===== config.mk =====
export PLATFORM = sky130hd
export DESIGN_NAME = prog_loader_flat
export DESIGN_NICKNAME = d
export VERILOG_FILES = /design/src/rtl/prog_loader_if.sv /design/src/rtl/prog_loader.sv /design/src/flat_wrapper.sv
export SDC_FILE = /design/constraint.sdc
export NUM_CORES = 1
export LEC_CHECK = 0
export ABC_CLOCK_PERIOD_IN_PS = 6300
export CORE_ASPECT_RATIO = 1.75
export CORE_MARGIN = 2
export CORE_UTILIZATION = 55
export CTS_BUF_LIST = sky130_fd_sc_hd__clkbuf_4
export CTS_CLUSTER_SIZE = 14
export DETAILED_ROUTE_END_ITERATION = 12
export GPL_TIMING_DRIVEN = 1
export PLACE_DENSITY_LB_ADDON = 0.08
export SYNTH_ARGS = -nofsm -noshare
export SYNTH_HDL_FRONTEND = slang
export SYNTH_SLANG_ARGS = --single-unit
export TNS_END_PERCENT = 10

===== constraint.sdc =====
create_clock -name clk -period 6.3 [get_ports clk]
set_clock_uncertainty 0.15 [all_clocks]
set_input_delay 1.26 -clock clk [delete_from_list [all_inputs] [get_ports clk]]
set_output_delay 1.26 -clock clk [all_outputs]
set_load 0.1 [all_outputs]

===== src/rtl/prog_loader_if.sv =====
// prog_loader_if: word stream into the loader plus the CPU external imem/dmem write ports.
interface prog_loader_if;
  logic        s_valid;
  logic        s_ready;
  logic [31:0] s_data;
  logic [31:0] addr_ext;
  logic        wen_ext;
  logic        ren_ext;
  logic [31:0] wdata_ext;
  logic [31:0] addr_ext_2;
  logic        wen_ext_2;
  logic        ren_ext_2;
  logic [31:0] wdata_ext_2;
  modport master (
    input  s_valid, s_data,
    output s_ready, addr_ext, wen_ext, ren_ext, wdata_ext, addr_ext_2, wen_ext_2, ren_ext_2, wdata_ext_2
  );
  modport slave (
    output s_valid, s_data,
    input  s_ready, addr_ext, wen_ext, ren_ext, wdata_ext, addr_ext_2, wen_ext_2, ren_ext_2, wdata_ext_2
  );
endinterface


===== src/rtl/prog_loader.sv =====
// prog_loader: boot loader streaming a header-sized image into imem then dmem before enabling the CPU.
// Optional PROG_LOADER_CHECKSUM_EN appends a checksum beat covering header and all image words.
module prog_loader #(
  parameter int unsigned IMEM_DEPTH = 512,
  parameter int unsigned DMEM_DEPTH = 1024,
  parameter int unsigned ADDR_INC   = 4,
  parameter int unsigned IMEM_BASE  = 0,
  parameter int unsigned DMEM_BASE  = 0
) (
  input  logic          clk,
  input  logic          arst_n,
  input  logic          start,
  prog_loader_if.master m,
  output logic          cpu_enable,
  output logic          busy,
  output logic          done,
  output logic          error
);
  typedef enum logic [2:0] {IDLE, HEADER, LOAD_I, LOAD_D, CHECK, FINISH, DONE, ERROR} state_t;
`ifdef PROG_LOADER_CHECKSUM_EN
  localparam state_t TAIL = CHECK;
`else
  localparam state_t TAIL = FINISH;
`endif
  state_t      state_q, state_d;
  logic [15:0] cnt_q, cnt_d, i_cnt_q, i_cnt_d, d_cnt_q, d_cnt_d;
  logic [31:0] addr_q, addr_d, wdata_q, wdata_d, addr2_q, addr2_d, wdata2_q, wdata2_d;
  logic        wen_q, wen_d, wen2_q, wen2_d;
  logic        s_ready_q, s_ready_d, busy_q, busy_d, run_q, run_d, error_q, error_d;
  logic        beat, over;
  logic [15:0] hdr_i, hdr_d, cnt_inc;
`ifdef PROG_LOADER_CHECKSUM_EN
  logic [31:0] sum_q, sum_d;
`endif
  assign beat    = m.s_valid && s_ready_q;
  assign hdr_i   = m.s_data[31:16];
  assign hdr_d   = m.s_data[15:0];
  assign cnt_inc = cnt_q + 16'd1;
  assign over    = 32'(hdr_i) > IMEM_DEPTH || 32'(hdr_d) > DMEM_DEPTH;
  always_comb begin
    state_d  = state_q;
    cnt_d    = cnt_q;
    i_cnt_d  = i_cnt_q;
    d_cnt_d  = d_cnt_q;
    addr_d   = addr_q;
    wdata_d  = wdata_q;
    wen_d    = 1'b0;
    addr2_d  = addr2_q;
    wdata2_d = wdata2_q;
    wen2_d   = 1'b0;
`ifdef PROG_LOADER_CHECKSUM_EN
    sum_d    = !beat ? sum_q : state_q == HEADER ? m.s_data : sum_q + m.s_data;
`endif
    case (state_q)
      IDLE, DONE, ERROR: if (start) begin
        state_d = HEADER;
        cnt_d   = '0;
      end
      HEADER: if (beat) begin
        i_cnt_d = hdr_i;
        d_cnt_d = hdr_d;
        state_d = over ? ERROR : hdr_i != '0 ? LOAD_I : hdr_d != '0 ? LOAD_D : TAIL;
      end
      LOAD_I: if (beat) begin
        wen_d   = 1'b1;
        addr_d  = IMEM_BASE + 32'(cnt_q) * ADDR_INC;
        wdata_d = m.s_data;
        cnt_d   = cnt_inc == i_cnt_q ? '0 : cnt_inc;
        state_d = cnt_inc != i_cnt_q ? LOAD_I : d_cnt_q != '0 ? LOAD_D : TAIL;
      end
      LOAD_D: if (beat) begin
        wen2_d   = 1'b1;
        addr2_d  = DMEM_BASE + 32'(cnt_q) * ADDR_INC;
        wdata2_d = m.s_data;
        cnt_d    = cnt_inc == d_cnt_q ? '0 : cnt_inc;
        state_d  = cnt_inc != d_cnt_q ? LOAD_D : TAIL;
      end
`ifdef PROG_LOADER_CHECKSUM_EN
      CHECK: if (beat) state_d = m.s_data == sum_q ? FINISH : ERROR;
`endif
      FINISH: state_d = DONE;
      default: state_d = IDLE;
    endcase
    s_ready_d = state_d inside {HEADER, LOAD_I, LOAD_D, CHECK};
    busy_d    = state_d inside {HEADER, LOAD_I, LOAD_D, CHECK, FINISH};
    run_d     = state_d == DONE;
    error_d   = state_d == ERROR;
  end
  always_ff @(posedge clk) begin
    if (!arst_n) begin
      state_q   <= IDLE;
      cnt_q     <= '0;
      i_cnt_q   <= '0;
      d_cnt_q   <= '0;
      addr_q    <= '0;
      wdata_q   <= '0;
      wen_q     <= 1'b0;
      addr2_q   <= '0;
      wdata2_q  <= '0;
      wen2_q    <= 1'b0;
      s_ready_q <= 1'b0;
      busy_q    <= 1'b0;
      run_q     <= 1'b0;
      error_q   <= 1'b0;
`ifdef PROG_LOADER_CHECKSUM_EN
      sum_q     <= '0;
`endif
    end else begin
      state_q   <= state_d;
      cnt_q     <= cnt_d;
      i_cnt_q   <= i_cnt_d;
      d_cnt_q   <= d_cnt_d;
      addr_q    <= addr_d;
      wdata_q   <= wdata_d;
      wen_q     <= wen_d;
      addr2_q   <= addr2_d;
      wdata2_q  <= wdata2_d;
      wen2_q    <= wen2_d;
      s_ready_q <= s_ready_d;
      busy_q    <= busy_d;
      run_q     <= run_d;
      error_q   <= error_d;
`ifdef PROG_LOADER_CHECKSUM_EN
      sum_q     <= sum_d;
`endif
    end
  end
  assign m.s_ready     = s_ready_q;
  assign m.addr_ext    = addr_q;
  assign m.wen_ext     = wen_q;
  assign m.ren_ext     = 1'b0;
  assign m.wdata_ext   = wdata_q;
  assign m.addr_ext_2  = addr2_q;
  assign m.wen_ext_2   = wen2_q;
  assign m.ren_ext_2   = 1'b0;
  assign m.wdata_ext_2 = wdata2_q;
  assign cpu_enable    = run_q;
  assign done          = run_q;
  assign busy          = busy_q;
  assign error         = error_q;
endmodule


===== src/flat_wrapper.sv =====
// flat-port wrapper written by rule: the top's interface ports become plain ports
module prog_loader_flat 
#(
  parameter int unsigned IMEM_DEPTH = 512,
  parameter int unsigned DMEM_DEPTH = 1024,
  parameter int unsigned ADDR_INC   = 4,
  parameter int unsigned IMEM_BASE  = 0,
  parameter int unsigned DMEM_BASE  = 0
)
  (clk, arst_n, start, cpu_enable, busy, done, error, m_s_valid, m_s_data, m_s_ready, m_addr_ext, m_wen_ext, m_ren_ext, m_wdata_ext, m_addr_ext_2, m_wen_ext_2, m_ren_ext_2, m_wdata_ext_2);
  prog_loader_if m_i ();
  input  logic clk;
  input  logic arst_n;
  input  logic start;
  output logic cpu_enable;
  output logic busy;
  output logic done;
  output logic error;
  input wire logic [$bits(m_i.s_valid)-1:0] m_s_valid;
  input wire logic [$bits(m_i.s_data)-1:0] m_s_data;
  output wire logic [$bits(m_i.s_ready)-1:0] m_s_ready;
  output wire logic [$bits(m_i.addr_ext)-1:0] m_addr_ext;
  output wire logic [$bits(m_i.wen_ext)-1:0] m_wen_ext;
  output wire logic [$bits(m_i.ren_ext)-1:0] m_ren_ext;
  output wire logic [$bits(m_i.wdata_ext)-1:0] m_wdata_ext;
  output wire logic [$bits(m_i.addr_ext_2)-1:0] m_addr_ext_2;
  output wire logic [$bits(m_i.wen_ext_2)-1:0] m_wen_ext_2;
  output wire logic [$bits(m_i.ren_ext_2)-1:0] m_ren_ext_2;
  output wire logic [$bits(m_i.wdata_ext_2)-1:0] m_wdata_ext_2;
  assign m_i.s_valid = m_s_valid;
  assign m_i.s_data = m_s_data;
  assign m_s_ready = m_i.s_ready;
  assign m_addr_ext = m_i.addr_ext;
  assign m_wen_ext = m_i.wen_ext;
  assign m_ren_ext = m_i.ren_ext;
  assign m_wdata_ext = m_i.wdata_ext;
  assign m_addr_ext_2 = m_i.addr_ext_2;
  assign m_wen_ext_2 = m_i.wen_ext_2;
  assign m_ren_ext_2 = m_i.ren_ext_2;
  assign m_wdata_ext_2 = m_i.wdata_ext_2;
  prog_loader #(.IMEM_DEPTH(IMEM_DEPTH), .DMEM_DEPTH(DMEM_DEPTH), .ADDR_INC(ADDR_INC), .IMEM_BASE(IMEM_BASE), .DMEM_BASE(DMEM_BASE)) u_core (.clk(clk), .arst_n(arst_n), .start(start), .m(m_i), .cpu_enable(cpu_enable), .busy(busy), .done(done), .error(error));
endmodule

======== After elaboration in Yosys (flattened, before gate mapping) ========
Cells that the tools add are included.
word-level totals
  input port bits ......................... 36
  logic and storage cells ................. 71
  register bits after elaboration ......... 153
  output and inout port bits .............. 137
operators by class
  add/sub/neg operators ................... 1
  order comparisons ....................... 2
  muxes and demuxes ....................... 18
  reduce and logical (&&, ||, !) cells .... 16
  equal/unequal tests ..................... 20
operators by type and width
  kind                     number
  $mux W16                 5
  $pmux W16 S3             1
  $reduce_bool A16 Y1      3
  $eq A16 B16 Y1           2
  $ne A16 B16 Y1           2
  $mux W3                  10
  $eq A3 B3 Y1 const B     7
  $add A16 B1 Y16 const B  1
  $gt A16 B10 Y1 const B   1
  $gt A16 B11 Y1 const B   1
  $pmux W3 S5              1
  $eq A3 B2 Y1 const B     4
  $reduce_and A2 Y1        5
  $eq A3 B1 Y1 const B     2
  $reduce_bool A5 Y1       1
  $ne A2 B1 Y1 const B     2
  $reduce_and A4 Y1        1
  $reduce_bool A4 Y1       1
  $logic_not A3 Y1         1
  $reduce_bool A3 Y1       1
  $reduce_or A3 Y1         1
  $ne A2 B2 Y1 const B     1
  $logic_and A1 B1 Y1      1
  $logic_or A1 B1 Y1       1
  $mux W1                  1

======== Logic depth before layout (Yosys ltp) ========
Gate-level depths: netlist (run 1).
  depth after elaboration ................. 8
  gate-level depth with buffers ........... 13
  depth with buffers taken out ............ 10

======== Worst setup path before layout (run 1) ========
Ideal clock, no wire load.
  path kind ............................... input -> register
  from .................................... input m_s_data[28]
  to ...................................... register u_core.busy_q (netlist: u_core.busy)
  data required time ...................... 6030 ps
  path buffers ............................ 0
  slack ................................... 3047 ps
  stages .................................. 7
  data arrival time ....................... 2984 ps
  setup time .............................. 120 ps
  cells stage by stage .................... or4_1 -> a2111oi_0 -> o41ai_1 -> a21oi_1 -> o21ai_0 -> a31o_2 -> o31a_1
on the way
  word-level cells in the longest chain between the ends .. 7
  elaborated cells on any way between the ends .. 13
  those cells by class .................... order compare: 1; eq/ne: 5; mux: 4; reduce/logical: 3
ends and longest elaborated chain
  element                                                       RTL line                              text
  start, declared                                               flat_wrapper.sv:20                    input wire logic [$bits(m_i.s_data)-1:0] m_s_data;
  $gt A16 B10 Y1 / $reduce_bool A16 Y1 (equally long branches)  prog_loader.sv:39, prog_loader.sv:62
  $logic_or A1 B1 Y1 / $mux W3 (equally long branches)          prog_loader.sv:39, prog_loader.sv:62
  $mux W3 *                                                     prog_loader.sv:62                     state_d = over ? ERROR : hdr_i != '0 ? LOAD_I : hdr_d != '0 ? LOAD_D : TAIL;
  $mux W3 *                                                     prog_loader.sv:59                     HEADER: if (beat) begin
  $pmux W3 S5 *                                                 prog_loader.sv:54                     case (state_q)
  $eq A3 B1 Y1, or another cell as far along                    prog_loader.sv:85                     busy_d = state_d inside {HEADER, LOAD_I, LOAD_D, CHECK, FINISH};
  $reduce_bool A5 Y1 *                                          prog_loader.sv:85
  end signal, assigned                                          prog_loader.sv:120                    busy_q <= busy_d;
  end, declared                                                 prog_loader.sv:29                     logic s_ready_q, s_ready_d, busy_q, busy_d, run_q, run_d, error_q, error_d;
Mark *: on every way between the ends. The rest lies on a longest branch, timed or not.
A chain may end at the register's enable or synchronous reset.

======== Worst setup path after layout (run 1) ========
  from .................................... register u_core.cnt_q[0]
  to ...................................... register u_core.cnt_q[12]
on the way
  word-level cells in the longest chain between the ends .. 5
  elaborated cells on any way between the ends .. 8
  those cells by class .................... add/sub: 1; eq/ne: 2; mux: 5
ends and longest elaborated chain
  element                            RTL line                              text
  start, declared                    prog_loader.sv:26                     logic [15:0] cnt_q, cnt_d, i_cnt_q, i_cnt_d, d_cnt_q, d_cnt_d;
  start signal, assigned             prog_loader.sv:110                    cnt_q <= cnt_d;
  $add A16 B1 Y16 *                  prog_loader.sv:38                     assign cnt_inc = cnt_q + 16'd1;
  $eq A16 B16 Y1 (on tied branches)  prog_loader.sv:75, prog_loader.sv:68
  $mux W16 (on tied branches)        prog_loader.sv:75, prog_loader.sv:68
  $mux W16 (on tied branches)        prog_loader.sv:71, prog_loader.sv:64
  $pmux W16 S3 *                     prog_loader.sv:54
Mark *: on every way between the ends. The rest lies on a longest branch, timed or not. The select of a mux whose other input is x is not followed.

==> impl_metrics.tcl, run 1 <==
set metrics [dict create \
    status "finished, final reports clean" \
    path_class "register to register" \
    post_cts_resize_count 0 \
    power_frac_comb 0.124 \
    nNetsFinal 1041 \
    pin_count 173 \
    hold_ws_ps 311 \
    routed-via-count 6497 \
    cap_viol_max_count 0 \
    slew_violations 0 \
    synth_edf_count 0 \
    p_seq_frac 0.542 \
    grt_pass1_vias 5978 \
    post_drt_wl_per_cell_um 16.3 \
    cts.path.max_buffers 2 \
    rsz0062_at_grt "false" \
    leakage_nw 2.84 \
    fin_setup_tns_ps 0 \
    slew_headroom 0.185 \
    antenna_found_initial 1 \
    fmax_ghz 0.237 \
    ys_warn_count 0 \
    dp_hpwl_um 13500 \
    worstPathMaxFanout 19 \
    synth_cell_type_count 65 \
    tightest_slew_ps 1220 \
    overflow 0 \
    drtIter0Drc 465 \
    worstPathRequired_ps 6630 \
    crit_path_start_kind "register" \
    timing.rr.start "u_core.cnt_q[0]$_SDFFE_PN0P_" \
    cts_root_buf "clkbuf_4" \
    layout_common_cells "nand2_1 (273), dfxtp_1 (153), a21oi_1 (146), clkdlybuf4s50_1 (138), conb_1 (34)" \
    clk_pin_slew_ps 140 \
    power_frac_clock 0.333 \
    worstSetupStartpoint "u_core.cnt_q[0]$_SDFFE_PN0P_" \
    placementRows 54 \
    postSynthCellCount 906 \
    crit_buf_inv 0 \
    setup_viol 0 \
    layout.cells.non_filler 1186 \
    postLayoutCoreUtil 0.686 \
    filler_cell_count 1062 \
    antenna_left 0 \
    clkSinkCount 153 \
    initial_core_util 0.561 \
    max_stage_delay_ps 990 \
    swShare 0.321 \
    die_area_um2 13600 \
    power.switching_mw 0.584 \
    io_buffers 138 \
    min-delay-start "u_core.m.addr_ext[7]$_SDFFE_PN0P_" \
    dr.pass1.iters 7 \
    dp.cells 1153 \
    ys_seq_elements 153 \
    synthArstFlopShare 0 \
    syn2layout_area_growth_pct 22.3 \
    via_per_inst 5.48 \
    cp_cell_sequence "ha_1, nand3_1, nor4_2, xnor2_1, nor3_1, nand4_1, o21ai_0, nor3_2, a21oi_1, a31oi_1" \
    cts_hold_buffers 0 \
    synthFlopType "dfxtp_1" \
    cts_setup_buffers 0 \
    grt_first_pass_wirelength_um 30600 \
    slowest_stage "nor3_2" \
    p_int_mw 1.24 \
    die_w_um 88.9 \
    drt_wl_total_um 19300 \
    cts_buffers 17 \
    ir_worst_vdd_v 0.000165 \
    synth_area_um2 6940 \
    hp-class "register to register" \
    cp_top_family "simple AND/OR/NAND/NOR gates" \
    seq_area_frac_synth 0.441 \
    finalHoldViolCount 0 \
    drive_gt1_frac 0.0531 \
    htreeDepth 4 \
    tritoncts "yes" \
    core_um2 12400 \
    final_common_cell "nand2_1" \
    final.min_clock_period_ps 4220 \
    clk_latency_ps 560 \
    grt_max_degree 112 \
    dieHeight_um 153 \
    drc_errors 0 \
    min_period_over_period 0.670 \
    synth_area_per_cell_um2 7.66 \
    track_usage 0.288 \
    worstPathArrival_ps 4550 \
    globalplace.congestion 0.969 \
    power_density_nw_per_um2 215 \
    endpoint_kind "register" \
]
cells in the mapped netlist (11+ instances only):
master | count | area (um^2)
nor2_1 | 34 | 128
nand2_1 | 275 | 1030
nand3_1 | 13 | 65.1
buf_4 | 35 | 263
nor3_1 | 11 | 55.1
xnor2_1 | 27 | 236
dfxtp_1 | 153 | 3060
clkbuf_1 | 50 | 188
o21ai_0 | 13 | 65.1
a31oi_1 | 15 | 93.8
a21oi_1 | 146 | 731
nor4_1 | 14 | 87.6
registers in the layout, indices dropped and copies added, names as in the netlist:
register,count
u_core.d_cnt_q,16
u_core.error,1
u_core.m.wen_ext_2,1
u_core.m.s_ready,1
u_core.m.wdata_ext_2,32
u_core.m.addr_ext,16
u_core.cpu_enable,1
u_core.i_cnt_q,16
u_core.m.addr_ext_2,16
u_core.m.wdata_ext,32
u_core.busy,1
u_core.state_q,3
u_core.m.wen_ext,1
u_core.cnt_q,16
routing by layer:
layer  share of wire  track usage  routed length, um
met1            0.38        0.335               7390
met2            0.51        0.482               9930
met3           0.065       0.0780               1260
met4           0.037        0.126                709
met5               0            0                  0
worst paths after layout:
check	endpoint	slack, ps	depth (start not counted)
setup / recovery	u_core.cnt_q[12]$_SDFFE_PN0P_	2080	10
hold / removal	u_core.m.addr_ext[7]$_SDFFE_PN0P_	310	2
setup reg to reg	u_core.cnt_q[12]$_SDFFE_PN0P_	2080	10
hold reg to reg	u_core.m.addr_ext[7]$_SDFFE_PN0P_	310	2
layout make-up:
| class | count | area, um^2 | area share |
|---|---|---|---|
| clock buffer | 17 | 128 | 0.0150 |
| sequential | 153 | 3060 | 0.361 |
| timing repair buffer | 142 | 1410 | 0.166 |
| inverter | 10 | 40.0 | 0.00472 |
| antenna | 1 | 2.50 | 0.000295 |
| multi-input combinational | 680 | 3480 | 0.410 |
| clock inverter | 15 | 155 | 0.0183 |
| tap | 168 | 210 | 0.0248 |
worst min-delay path: stages, from the launching register on:
cell     delay, ps
dfxtp_1        330
nand2_1         50
a21oi_1         50
logic make-up after synthesis:
| logic type | after synthesis | synth area share |
|---|---|---|
| adder cells (fa/ha/maj) | 1 | 0.00180 |
| other | 1 | 0.000540 |
| buffers and inverters | 106 | 0.0782 |
| flip-flops | 153 | 0.441 |
| multiplexers | 2 | 0.00306 |
| AO/OA/AOI/OAI | 203 | 0.162 |
| XOR/XNOR | 38 | 0.0519 |
| AND/OR/NAND/NOR | 402 | 0.261 |
power by group through the flow:
stage | Sequential [mW] | Combinational (mW) | Clock [mW]
2_1_floorplan | 1.03 | 0.163 | 0
3_3_place_gp | 1.01 | 0.225 | 0
3_5_place_dp | 1.01 | 0.225 | 0
4_1_cts | 0.988 | 0.226 | 0.620
5_1_grt | 0.990 | 0.237 | 0.661
6_report | 0.989 | 0.227 | 0.607
per-stage QoR:
step           area [um^2]  power (mW)  setup slack (ps)
6_report              8490        1.82              2080
3_3_place_gp          8200        1.23              2150
2_1_floorplan         7060        1.19              3050
3_5_place_dp          8200        1.23              2100
4_1_cts               8480        1.83              2170
5_1_grt               8490        1.89              1830
No activity file was read; power rests on OpenSTA's default activity.
==> run 2: changes to the inputs <==
--- a/config.mk
+++ b/config.mk
@@ -5,10 +5,10 @@
 export SDC_FILE = /design/constraint.sdc
 export NUM_CORES = 1
 export LEC_CHECK = 0
-export ABC_CLOCK_PERIOD_IN_PS = 6300
+export ABC_CLOCK_PERIOD_IN_PS = 4300
 export CORE_ASPECT_RATIO = 1.75
 export CORE_MARGIN = 2
-export CORE_UTILIZATION = 55
+export CORE_UTILIZATION = 51
 export CTS_BUF_LIST = sky130_fd_sc_hd__clkbuf_4
 export CTS_CLUSTER_SIZE = 14
 export DETAILED_ROUTE_END_ITERATION = 12
==> constraint.sdc (replaced) <==
create_clock -name clk -period 4.3 [get_ports clk]
set_clock_uncertainty 0.15 [all_clocks]
set_input_delay 0.86 -clock clk [delete_from_list [all_inputs] [get_ports clk]]
set_output_delay 0.86 -clock clk [all_outputs]
set_load 0.1 [all_outputs]
==> impl_metrics.tcl, run 2 (synthesis results as in run 1) <==
set metrics [dict create \
    dp_hpwl_um 14500 \
    finalHoldViolCount 0 \
    crit_path_start_kind "register" \
    clk_latency_ps 550 \
    cts.path.max_buffers 2 \
    fin_ws_ps 550 \
    worstRegToRegCells 10 \
    hold_ws_ps 313 \
    hold_end "u_core.m.wdata_ext_2[2]$_SDFFE_PN0P_" \
    tritoncts "yes" \
    setup_viol 0 \
    layout_common_cells "nand2_1 (273), dfxtp_1 (153), a21oi_1 (146), clkdlybuf4s50_1 (138), conb_1 (34)" \
    worstPathRequired_ps 4630 \
    place_ws_ps 533 \
    antenna_left 0 \
    overflow 0 \
    cp_top_family "simple AND/OR/NAND/NOR gates" \
    routed-via-count 6530 \
    min_period_over_period 0.872 \
    fmax_ghz 0.267 \
    rsz0062_at_grt "false" \
    htreeDepth 4 \
    slowest_stage "nor3_2" \
    ir_worst_vdd_v 0.000202 \
    met3_usage 0.0672 \
    cts_root_buf "clkbuf_4" \
    worstPathMaxFanout 19 \
    syn2layout_area_growth_pct 25.0 \
    postLayoutCoreUtil 0.648 \
    grt_first_pass_wirelength_um 31200 \
    via_per_inst 5.39 \
    met2_usage 0.495 \
    drtIter0Drc 422 \
    globalplace.congestion 0.975 \
    path_class "register to register" \
    initial_core_util 0.519 \
    die_w_um 92.2 \
    track_usage 0.274 \
    cp_cell_sequence "nand3_1, nor4_2, buf_4, xnor2_1, nor3_1, nand4_1, o21ai_0, nor3_2, a41oi_1, a31oi_1" \
    worstHoldPathCells 2 \
    cap_viol_max_count 0 \
    grt.busiest_layer "met2" \
    max_stage_delay_ps 1010 \
    tightest_slew_ps 1230 \
    placementRows 56 \
    power_density_nw_per_um2 312 \
    core_um2 13400 \
    post_cts_resize_count 0 \
    drc_errors 0 \
    slew_headroom 0.173 \
    filler_cell_count 1229 \
    drive_gt1_frac 0.0723 \
    nNetsFinal 1061 \
    final_common_cell "nand2_1" \
    cts_hold_buffers 0 \
    antenna_found_initial 1 \
    final.min_clock_period_ps 3750 \
    crit_buf_inv 1 \
    post_drt_wl_per_cell_um 16.6 \
    cts_buffers 17 \
    r2r_end "u_core.cnt_q[10]$_SDFFE_PN0P_" \
    slew_violations 0 \
    grt_pass1_vias 6019 \
    grt_use_met1 0.303 \
    endpoint_kind "register" \
    cts_setup_buffers 0 \
    pin_count 173 \
    grt_max_degree 98 \
    status "finished, final reports clean" \
    die_area_um2 14600 \
    rrSetupSlack_ps 550 \
    leakage_nw 2.95 \
    dieHeight_um 158 \
    fin_setup_tns_ps 0 \
    worstPathArrival_ps 4080 \
    min-delay-start "u_core.m.wdata_ext_2[2]$_SDFFE_PN0P_" \
    drt_wl_total_um 20100 \
    clk_pin_slew_ps 160 \
    timing.rr.start "u_core.cnt_q[3]$_SDFFE_PN0P_" \
    clkSinkCount 153 \
    io_buffers 138 \
    dr.pass1.iters 7 \
    hp-class "register to register" \
]
## run 2: power by group
group / total, mW / internal (mW) / switching, mW
registers: 1.45 / 1.43 / 0.0160
clock network: 0.928 / 0.323 / 0.605
logic: 0.336 / 0.0715 / 0.264
total: 2.71 / 1.83 / 0.885
## run 2: worst max path at each step
stage                                     to  cells after the start                          from  slack (ps)
3_5_place_dp          u_core.busy$_SDFF_PN0_                      9                   m_s_data[0]         530
5_1_grt        u_core.cnt_q[10]$_SDFFE_PN0P_                      8  u_core.cnt_q[3]$_SDFFE_PN0P_         180
2_1_floorplan   u_core.cnt_q[4]$_SDFFE_PN0P_                     13  u_core.cnt_q[1]$_SDFFE_PN0P_        1280
3_3_place_gp          u_core.busy$_SDFF_PN0_                      9                   m_s_data[0]         580
6_report       u_core.cnt_q[10]$_SDFFE_PN0P_                     10  u_core.cnt_q[3]$_SDFFE_PN0P_         550
4_1_cts        u_core.cnt_q[10]$_SDFFE_PN0P_                     10  u_core.cnt_q[3]$_SDFFE_PN0P_         610
## run 2: through the flow
step	power [mW]	cells	area [um^2]
floorplan	1.75	939	7060
global placement	1.81	1179	8370
detailed placement	1.81	1179	8370
CTS	2.73	1211	8680
global route	2.80	1212	8680
finish	2.71	1212	8680
## run 2: routing by layer
metal  routed length (um)  vias up
li1                     -     3231
met1                 7720     3019
met2                10500      233
met3                 1220       47
met4                  718        0
met5                    0        -
## run 2: tightest hold or removal path: cells and delay by family, from the launching register on
kind,cells,cell delay (ps)
AOI/OAI and AO/OA,1,50
DFF,1,330
and+or+nand+nor,1,50
## run 2: cell type report
class                      count  area (um^2)  area share
antenna                        1         2.50    0.000288
clock inverter                15          178      0.0205
multi-input combinational    680         3480       0.401
timing repair buffer         162         1570       0.181
clock buffer                  17          128      0.0147
inverter                      10         40.0     0.00461
sequential                   153         3060       0.353
tap                          174          218      0.0251
